**config.mk**
```make
export PLATFORM = sky130hd
export DESIGN_NAME = frame_drawer
export DESIGN_NICKNAME = d
export VERILOG_FILES = /design/src/rtl/frame_drawer.sv
export SDC_FILE = /design/constraint.sdc
export NUM_CORES = 1
export LEC_CHECK = 0
export CAP_MARGIN = 20
export CORE_MARGIN = 2
export CORE_UTILIZATION = 57
export CTS_BUF_LIST = sky130_fd_sc_hd__clkbuf_8
export DETAILED_ROUTE_END_ITERATION = 6
export PLACE_DENSITY = 0.95
export SLEW_MARGIN = 30
export SYNTH_ARGS = -nofsm -noshare
export SYNTH_HDL_FRONTEND = slang
export SYNTH_SLANG_ARGS = --single-unit
```
**constraint.sdc**
```tcl
create_clock -name clk -period 11.1 [get_ports clk]
set_clock_uncertainty 0.2 [all_clocks]
set_input_delay 2.22 -clock clk [delete_from_list [all_inputs] [get_ports clk]]
set_output_delay 2.22 -clock clk [all_outputs]
set_load 0.005 [all_outputs]
```
**src/rtl/frame_drawer.sv**
```systemverilog
// Frame drawer: erases the old ball, redraws four platforms and the new ball
// as a stream of registered VGA pixel writes.
module frame_drawer #(
  parameter int BALL_X   = 78,
  parameter int PLAT_X   = 72,
  parameter int SCREEN_H = 120
) (
  input  logic        clk,
  input  logic        resetn,
  input  logic        start,
  input  logic [7:0]  prev_ball,
  input  logic [7:0]  curr_ball,
  input  logic [2:0]  color_ball,
  input  logic [27:0] position_plats,
  input  logic [11:0] color_plats,
  output logic [7:0]  x,
  output logic [6:0]  y,
  output logic [2:0]  colour,
  output logic        plot,
  output logic        busy,
  output logic        done
);

  typedef enum logic [2:0] {
    S_IDLE, S_ERASE, S_PLAT, S_BALL, S_DONE
  } state_t;

  localparam logic [7:0] BX = 8'(BALL_X);
  localparam logic [7:0] PX = 8'(PLAT_X);
  localparam logic [8:0] SH = 9'(SCREEN_H);

  state_t      state_q, state_d;
  logic [5:0]  cnt_q, cnt_d;
  logic [7:0]  prev_q, prev_d;
  logic [7:0]  curr_q, curr_d;
  logic [2:0]  cb_q, cb_d;
  logic [27:0] pp_q, pp_d;
  logic [11:0] cp_q, cp_d;
  logic [7:0]  x_q, x_d;
  logic [6:0]  y_q, y_d;
  logic [2:0]  colour_q, colour_d;
  logic        plot_q, plot_d;
  logic        busy_q, busy_d;
  logic        done_q, done_d;

  logic [7:0]  base;
  logic [1:0]  row;
  logic [1:0]  pi;
  logic [8:0]  sum;
  logic        draw;

  always_comb begin
    state_d = state_q;
    cnt_d   = cnt_q;
    prev_d  = prev_q;
    curr_d  = curr_q;
    cb_d    = cb_q;
    pp_d    = pp_q;
    cp_d    = cp_q;
    unique case (state_q)
      S_IDLE: begin
        if (start) begin
          prev_d  = prev_ball;
          curr_d  = curr_ball;
          cb_d    = color_ball;
          pp_d    = position_plats;
          cp_d    = color_plats;
          state_d = S_ERASE;
          cnt_d   = '0;
        end
      end
      S_ERASE: begin
        if (cnt_q == 6'd15) begin
          state_d = S_PLAT;
          cnt_d   = '0;
        end else begin
          cnt_d = cnt_q + 6'd1;
        end
      end
      S_PLAT: begin
        if (cnt_q == 6'd63) begin
          state_d = S_BALL;
          cnt_d   = '0;
        end else begin
          cnt_d = cnt_q + 6'd1;
        end
      end
      S_BALL: begin
        if (cnt_q == 6'd15) begin
          state_d = S_DONE;
          cnt_d   = '0;
        end else begin
          cnt_d = cnt_q + 6'd1;
        end
      end
      S_DONE: begin
        state_d = S_IDLE;
        cnt_d   = '0;
      end
      default: begin
        state_d = S_IDLE;
        cnt_d   = '0;
      end
    endcase
  end

  // Pixel for the next cycle is derived from the next state so that the
  // registered outputs line up with the cycle that state is active.
  always_comb begin
    x_d      = '0;
    y_d      = '0;
    colour_d = '0;
    plot_d   = 1'b0;
    base     = '0;
    row      = '0;
    draw     = 1'b0;
    pi       = cnt_d[5:4];
    unique case (state_d)
      S_ERASE: begin
        draw = 1'b1;
        base = prev_d;
        row  = cnt_d[3:2];
        x_d  = BX + {6'd0, cnt_d[1:0]};
      end
      S_PLAT: begin
        draw     = 1'b1;
        base     = {1'b0, pp_d[7*int'(pi) +: 7]};
        x_d      = PX + {4'd0, cnt_d[3:0]};
        colour_d = cp_d[3*int'(pi) +: 3];
      end
      S_BALL: begin
        draw     = 1'b1;
        base     = curr_d;
        row      = cnt_d[3:2];
        x_d      = BX + {6'd0, cnt_d[1:0]};
        colour_d = cb_d;
      end
      default: ;
    endcase
    sum = {1'b0, base} + {7'd0, row};
    if (draw) begin
      y_d    = sum[6:0];
      plot_d = (sum < SH);
    end
    busy_d = (state_d != S_IDLE);
    done_d = (state_d == S_DONE);
  end

  always_ff @(posedge clk) begin
    if (!resetn) begin
      state_q  <= S_IDLE;
      cnt_q    <= '0;
      prev_q   <= '0;
      curr_q   <= '0;
      cb_q     <= '0;
      pp_q     <= '0;
      cp_q     <= '0;
      x_q      <= '0;
      y_q      <= '0;
      colour_q <= '0;
      plot_q   <= 1'b0;
      busy_q   <= 1'b0;
      done_q   <= 1'b0;
    end else begin
      state_q  <= state_d;
      cnt_q    <= cnt_d;
      prev_q   <= prev_d;
      curr_q   <= curr_d;
      cb_q     <= cb_d;
      pp_q     <= pp_d;
      cp_q     <= cp_d;
      x_q      <= x_d;
      y_q      <= y_d;
      colour_q <= colour_d;
      plot_q   <= plot_d;
      busy_q   <= busy_d;
      done_q   <= done_d;
    end
  end

  assign x      = x_q;
  assign y      = y_q;
  assign colour = colour_q;
  assign plot   = plot_q;
  assign busy   = busy_q;
  assign done   = done_q;

endmodule

```
==> impl_metrics.yaml, run 1 <==
status:
  status: "complete, no violations"
timing:
  timing.final.crit_period_ns: 6.196
  fin_crit_sh_pct: 55.82
  grt_setup_unrepaired: "false"
  finalSetupTns_ns: 0
  relSlewSlack_pct: 49.03
  max_freq_mhz: 161.4
  whs_ns: 0.2567
  maxSlewViolCount: 0
  hold_viol_final: 0
  tightest_slew_ns: 0.7646
  setup_viol: 0
setup_path:
  setup.worst_path.start_class: "primary input"
  endpoint_kind: "register"
  cp_data_required_time_ns: 11.18
  cpPeakStageDelay_ns: 0.68
  crit_arrival_ns: 6.28
  path_class: "in2reg"
  path_common_cell: "nand2_1"
  cp_slowest_cell: "buf_4"
  path_cells: "clkdlybuf4s50_1 -> nor3b_4 -> buf_4 -> mux2i_1 -> nor2_1 -> a21oi_1 -> o21ai_0 -> nand2_1 -> o221ai_1 -> ha_1 -> a21oi_1 -> nor3_1 -> nand2_1 -> nand2_1 -> nor4b_1 -> or4_1 -> o221ai_1"
  reg2regPathDepth: 17
  worstPathMaxFanout: 61
  ff2ff_setup_slack_ns: 6.60
place:
  detailed_place_hpwl_um: 7154
  gp_congestion: 0.8937
  dp.cells: 600
  io_buffer_count: 80
detailed_routing:
  vias: 3684
  drc: 0
  ant_nets: 0
  drt-total-wl_um: 10140
  drt_iter0_markers: 400
  via_per_inst: 5.981
  firstDrtPassIters: 6
  wl_per_cell_um: 16.46
power:
  p_int_mw: 0.4629
  power_frac_comb_pct: 15.1
  vdd.ir_drop.worst_v: 0.00008999
  power_mw: 0.6323
  power.leakage_nw: 1.930
  switching_share_pct: 26.79
  p_sw_mw: 0.1694
  pwr-share-clk_pct: 31.8
  power_density_mw_per_mm2: 128.7
  pwr-share-seq_pct: 53.1
floorplanning:
  fp.dieH_um: 87.31
  io_pins: 83
  num_rows: 30
  die_area_mm2: 0.007623
  core_mm2: 0.006756
  initial_core_util_pct: 58.56
  die-width_um: 87.31
clock_network:
  cts_tree: "yes"
  cts_setup_buffers: 0
  root_buffer: "clkbuf_8"
  cts_max_level: 3
  cts_sinks: 87
  clkTransAtPathRegs_ns: 0.09
  insertion_delay_ns: 0.37
  numCtsBuffers: 9
  cts-resized-gates: 0
  cts_buffer_depth: 2
  hold_buffers: 0
cells_and_area:
  stdcell_count: 616
  fillers: 493
  area_growth_pct: 24.13
  diodes: 0
  drive_gt1_share_pct: 8.022
  fin_nets: 597
logic_synthesis:
  synth_edf_count: 0
  yosysSeqAreaShare_pct: 44.02
  synth.cell_area_mm2: 0.003956
  postSynthCellCount: 466
  yosysTopAreaCell: "dfxtp_1"
  netlist_top_cells_count: "88 x nand2_1, 87 x dfxtp_1, 68 x nor2_1, 38 x a21oi_1, 31 x mux2i_1"
  synth.most_common_cell: "nand2_1"
  synth_top_area_share_pct: 44.02
  synth_area_per_cell_um2: 8.490
  async_reset_ff_share_pct: 0
  synth_flop_cell: "dfxtp_1"
  synth_area_leaders: "dfxtp_1 44%, nand2_1 8.3%, mux2i_1 7.8%, nor2_1 6.5%, a21oi_1 4.8%"
  yosys_warnings: 0
  ys_types: 66
  synth-seq-cells: 87
global_route:
  grt_pass1_wl_um: 16070
  antenna_found_initial: 0
  grt_overflow_total: 0
  grt_usage_pct: 27.05
  grt_pass1_vias: 3429
  grt_start_max_net_pins: 62
min_path:
  holdPathStages: 2
  hp-class: "reg2reg"
flow_run:
  drv_cap: 0
[metal layers]
metal	vias to the layer above	GRT usage (%)	part of all wire, %
met5	-	0	0
met4	0	10.63	2.7
met3	27	5.592	8.4
met2	219	45.39	49
met1	1713	33.97	40
li1	1725	-	-
[kinds of logic (layout without fill, tap and decap cells)]
group | count (synthesis) | after routing | synth area share (%)
compound gates | 84 | 84 | 14.67
buf+inv | 35 | 104 | 4.364
other cells | 1 | 2 | 0.09479
xor+xnor | 5 | 5 | 1.107
mux | 33 | 33 | 8.697
flops | 87 | 87 | 44.02
fa+ha+maj | 4 | 4 | 1.455
simple gates | 217 | 217 | 25.58
[layout make-up]
type                            count  area (um^2)  share of cell area (%)
Multi-Input combinational cell    345         2052                   41.78
Sequential cell                    87         1742                   35.46
Timing Repair Buffer               83        823.3                   16.76
Clock buffer                       10        137.6                   2.803
Tap cell                           80        100.1                   2.038
Clock inverter                      6        37.54                  0.7643
Inverter                            5        18.77                  0.3822
[final timing paths]
check,start,end
max,start,plot$_SDFF_PN0_
min,pp_q[6]$_SDFF_PN0_,pp_q[6]$_SDFF_PN0_
max reg2reg,state_q[0]$_SDFF_PN0_,plot$_SDFF_PN0_
min reg2reg,pp_q[6]$_SDFF_PN0_,pp_q[6]$_SDFF_PN0_
[power by group through the flow]
stage                     Clock, mW  Sequential, mW  Combinational (mW)
final                         0.201           0.336              0.0955
after global routing          0.214           0.337               0.103
after CTS                     0.200           0.336              0.0943
after detailed placement          0           0.343              0.0934
after global placement            0           0.342              0.0904
after floorplan                   0           0.341              0.0538
[layout by cell type (no fill, tap or decap), types with 3 or more instances in the layout]
cell             count
ha_1                 3
or3_1                5
and2_1               4
clkbuf_8            10
nor2_1              68
buf_4                3
nand2_1             88
dfxtp_1             87
and3_1               5
nor2b_1              6
o221ai_1             4
inv_1                6
o21ai_0              8
nand2b_1             4
a31oi_1              3
clkdlybuf4s50_1     80
o22a_1               4
nor3_1               7
xor2_1               4
o22ai_1              4
a21oi_1             38
mux2i_1             31
nand3_1              8
[state kept, by name, indices dropped and copies added, names as in the netlist]
| name | cells |
|---|---|
| busy | 1 |
| cb_q | 3 |
| cnt_q | 6 |
| colour | 3 |
| cp_q | 12 |
| curr_q | 8 |
| done | 1 |
| plot | 1 |
| pp_q | 28 |
| prev_q | 8 |
| state_q | 3 |
| x | 6 |
| y | 7 |
[worst max-delay path, delay by kind of cell]
| kind | cells | cell delay, ns |
|---|---|---|
| compound gates | 5 | 0.54 |
| fa+ha+maj | 1 | 0.35 |
| buf+inv | 2 | 1.27 |
| mux | 1 | 0.31 |
| simple gates | 8 | 1.56 |
[metrics by stage]
step	worst slack (ns)	util (%)	area (um^2)
3_5_place_dp	4.703	70.09	4736
3_3_place_gp	4.826	70.09	4736
6_report	4.904	72.69	4911
5_1_grt	4.533	72.69	4911
2_1_floorplan	5.780	-	3960
4_1_cts	4.941	72.69	4911
No activity file was read; power rests on OpenSTA's default activity.
==> run 2, diff against run 1 <==
--- a/config.mk
+++ b/config.mk
@@ -7,10 +7,10 @@
 export LEC_CHECK = 0
 export CAP_MARGIN = 20
 export CORE_MARGIN = 2
-export CORE_UTILIZATION = 57
+export CORE_UTILIZATION = 53
 export CTS_BUF_LIST = sky130_fd_sc_hd__clkbuf_8
 export DETAILED_ROUTE_END_ITERATION = 6
-export PLACE_DENSITY = 0.95
+export PLACE_DENSITY = 0.92
 export SLEW_MARGIN = 30
 export SYNTH_ARGS = -nofsm -noshare
 export SYNTH_HDL_FRONTEND = slang
==> constraint.sdc (replaced) <==
create_clock -name clk -period 6.1 [get_ports clk]
set_clock_uncertainty 0.2 [all_clocks]
set_input_delay 1.22 -clock clk [delete_from_list [all_inputs] [get_ports clk]]
set_output_delay 1.22 -clock clk [all_outputs]
set_load 0.005 [all_outputs]
==> run 2 against run 1 <==
Sequential power is 82% higher. Clock-buffer cell count down 1. Global-route usage fell by 2.7 points. Combinational power increased by 82%. Highest routed layer unchanged. Critical path type unchanged.
==> impl_metrics.yaml, run 2 (synthesis results as in run 1) <==
clock_network:
  root_buffer: "clkbuf_8"
  cts-resized-gates: 0
  cts_max_level: 3
  hold_buffers: 0
  cts_sinks: 87
  insertion_delay_ns: 0.36
  cts_tree: "yes"
  cts_buffer_depth: 2
  cts_setup_buffers: 0
  clkTransAtPathRegs_ns: 0.08
  numCtsBuffers: 9
power:
  switching_share_pct: 25.12
  power_frac_comb_pct: 15.0
  vdd.ir_drop.worst_v: 0.0001242
  power.leakage_nw: 1.950
  pwr-share-clk_pct: 32.4
  p_sw_mw: 0.2915
  power_density_mw_per_mm2: 234.4
  pwr-share-seq_pct: 52.6
  p_int_mw: 0.8692
global_route:
  grt_pass1_wl_um: 16130
  antenna_found_initial: 0
  grt_overflow_total: 0
  grt_start_max_net_pins: 33
  grt_usage_pct: 24.37
  grt_pass1_vias: 3458
place:
  io_buffer_count: 80
  gp_congestion: 0.9493
  detailed_place_hpwl_um: 7305
  placed_area_mm2: 0.004775
cells_and_area:
  design_area_mm2: 0.004952
  fillers: 582
  largest_reg_flops: 28
  drive_gt1_share_pct: 8.194
  fin_nets: 599
  final_cell_mix: "88 x nand2_1, 87 x dfxtp_1, 80 x clkdlybuf4s50_1"
  regMostFlops: "pp_q"
  area_growth_pct: 25.17
  top_regs: "pp_q: 28 flops, cp_q: 12 flops"
  layout_commonest_cell: "nand2_1"
  diodes: 0
detailed_routing:
  firstDrtPassIters: 5
  ant_nets: 0
  vias: 3595
  wl_per_cell_um: 15.59
  via_per_inst: 5.653
  drt_iter0_markers: 285
  drc: 0
  drt-total-wl_um: 9915
floorplanning:
  initial_core_util_pct: 54.55
  die_area_mm2: 0.008172
  num_rows: 31
  die-width_um: 90.40
  io_pins: 83
  fp.dieH_um: 90.40
  core_mm2: 0.007253
setup_path:
  endpoint_kind: "register"
  path_class: "in2reg"
  cp_data_required_time_ns: 6.18
  crit_arrival_ns: 4.80
  worstPathMaxFanout: 17
  setup.worst_path.start_class: "primary input"
timing:
  finalSetupTns_ns: 0
  maxSlewViolCount: 0
  fin_crit_sh_pct: 77.34
  max_freq_mhz: 212.0
  hold_viol_final: 0
  relSlewSlack_pct: 44.13
  grt_setup_unrepaired: "false"
  tightest_slew_ns: 0.8372
  setup_viol: 0
  timing.final.crit_period_ns: 4.718
min_path:
  hp-class: "reg2reg"
status:
  status: "complete, no violations"
flow_run:
  drv_cap: 0
-- run 2: changes by cell type in the layout (fill, tap and decap cells not counted), sizes merged --
cell,delta
clkinv,+1
buf,+2
clkinvlp,-2
bufinv,+1
clkbuf,-1
-- run 2: worst max-delay path, stage by stage --
cell and delay, ns:
clkdlybuf4s50_1 0.52, nor4_2 0.50, a32oi_2 0.17, nand2_2 0.32, nor2_1 0.09, a21oi_1 0.11, o21ai_0 0.10, nand2_1 0.11
o221ai_1 0.19, ha_1 0.34, a21oi_1 0.06, nor3_1 0.13, nand2_1 0.15, nand2_1 0.10, nor4b_1 0.05, or4_1 0.55
o221ai_1 0.08
-- run 2: path summary, 6_finish.rpt --
check | endpoint | cells past startpoint | slack, ns | startpoint
min | pp_q[16]$_SDFF_PN0_ | 2 | 0.25 | pp_q[16]$_SDFF_PN0_
max reg2reg | plot$_SDFF_PN0_ | 16 | 2.04 | state_q[1]$_SDFF_PN0_
max | plot$_SDFF_PN0_ | 17 | 1.38 | start
min reg2reg | pp_q[16]$_SDFF_PN0_ | 2 | 0.25 | pp_q[16]$_SDFF_PN0_
-- run 2: power groups by stage --
stage / sequential [mW] / clock, mW / combinational (mW)
after detailed placement: 0.624 / 0 / 0.171
after global placement: 0.622 / 0 / 0.166
after global routing: 0.614 / 0.401 / 0.189
after CTS: 0.611 / 0.379 / 0.173
after floorplan: 0.620 / 0 / 0.0980
final: 0.611 / 0.376 / 0.174
-- run 2: layout make-up --
type	instances	area, um^2	share of cell area [%]
Clock inverter	6	53.80	1.086
Inverter	5	18.77	0.3790
Sequential cell	87	1742	35.17
Clock buffer	9	123.9	2.501
Timing Repair Buffer	85	838.3	16.93
Tap cell	99	123.9	2.501
Multi-Input combinational cell	345	2052	41.44
-- run 2: routing by layer --
metal	part of all wire [%]	track usage, %	up-vias
met1	42	29.35	1680
met5	0	0	-
li1	-	-	1727
met2	49	42.36	162
met3	5.8	3.756	26
met4	2.8	12.05	0
-- run 2: metrics by stage --
stage / power [mW] / hold slack [ns] / setup WS (ns) / std cells / utilization (%)
after floorplan: 0.7179 / 0.2312 / 1.780 / 467 / -
after global placement: 0.7880 / 0.2389 / 1.264 / 621 / 65.83
after detailed placement: 0.7951 / 0.2430 / 1.138 / 621 / 65.83
after CTS: 1.162 / 0.2535 / 1.430 / 636 / 68.28
after global routing: 1.204 / 0.2723 / 1.095 / 636 / 68.28
final: 1.161 / 0.2525 / 1.382 / 636 / 68.28
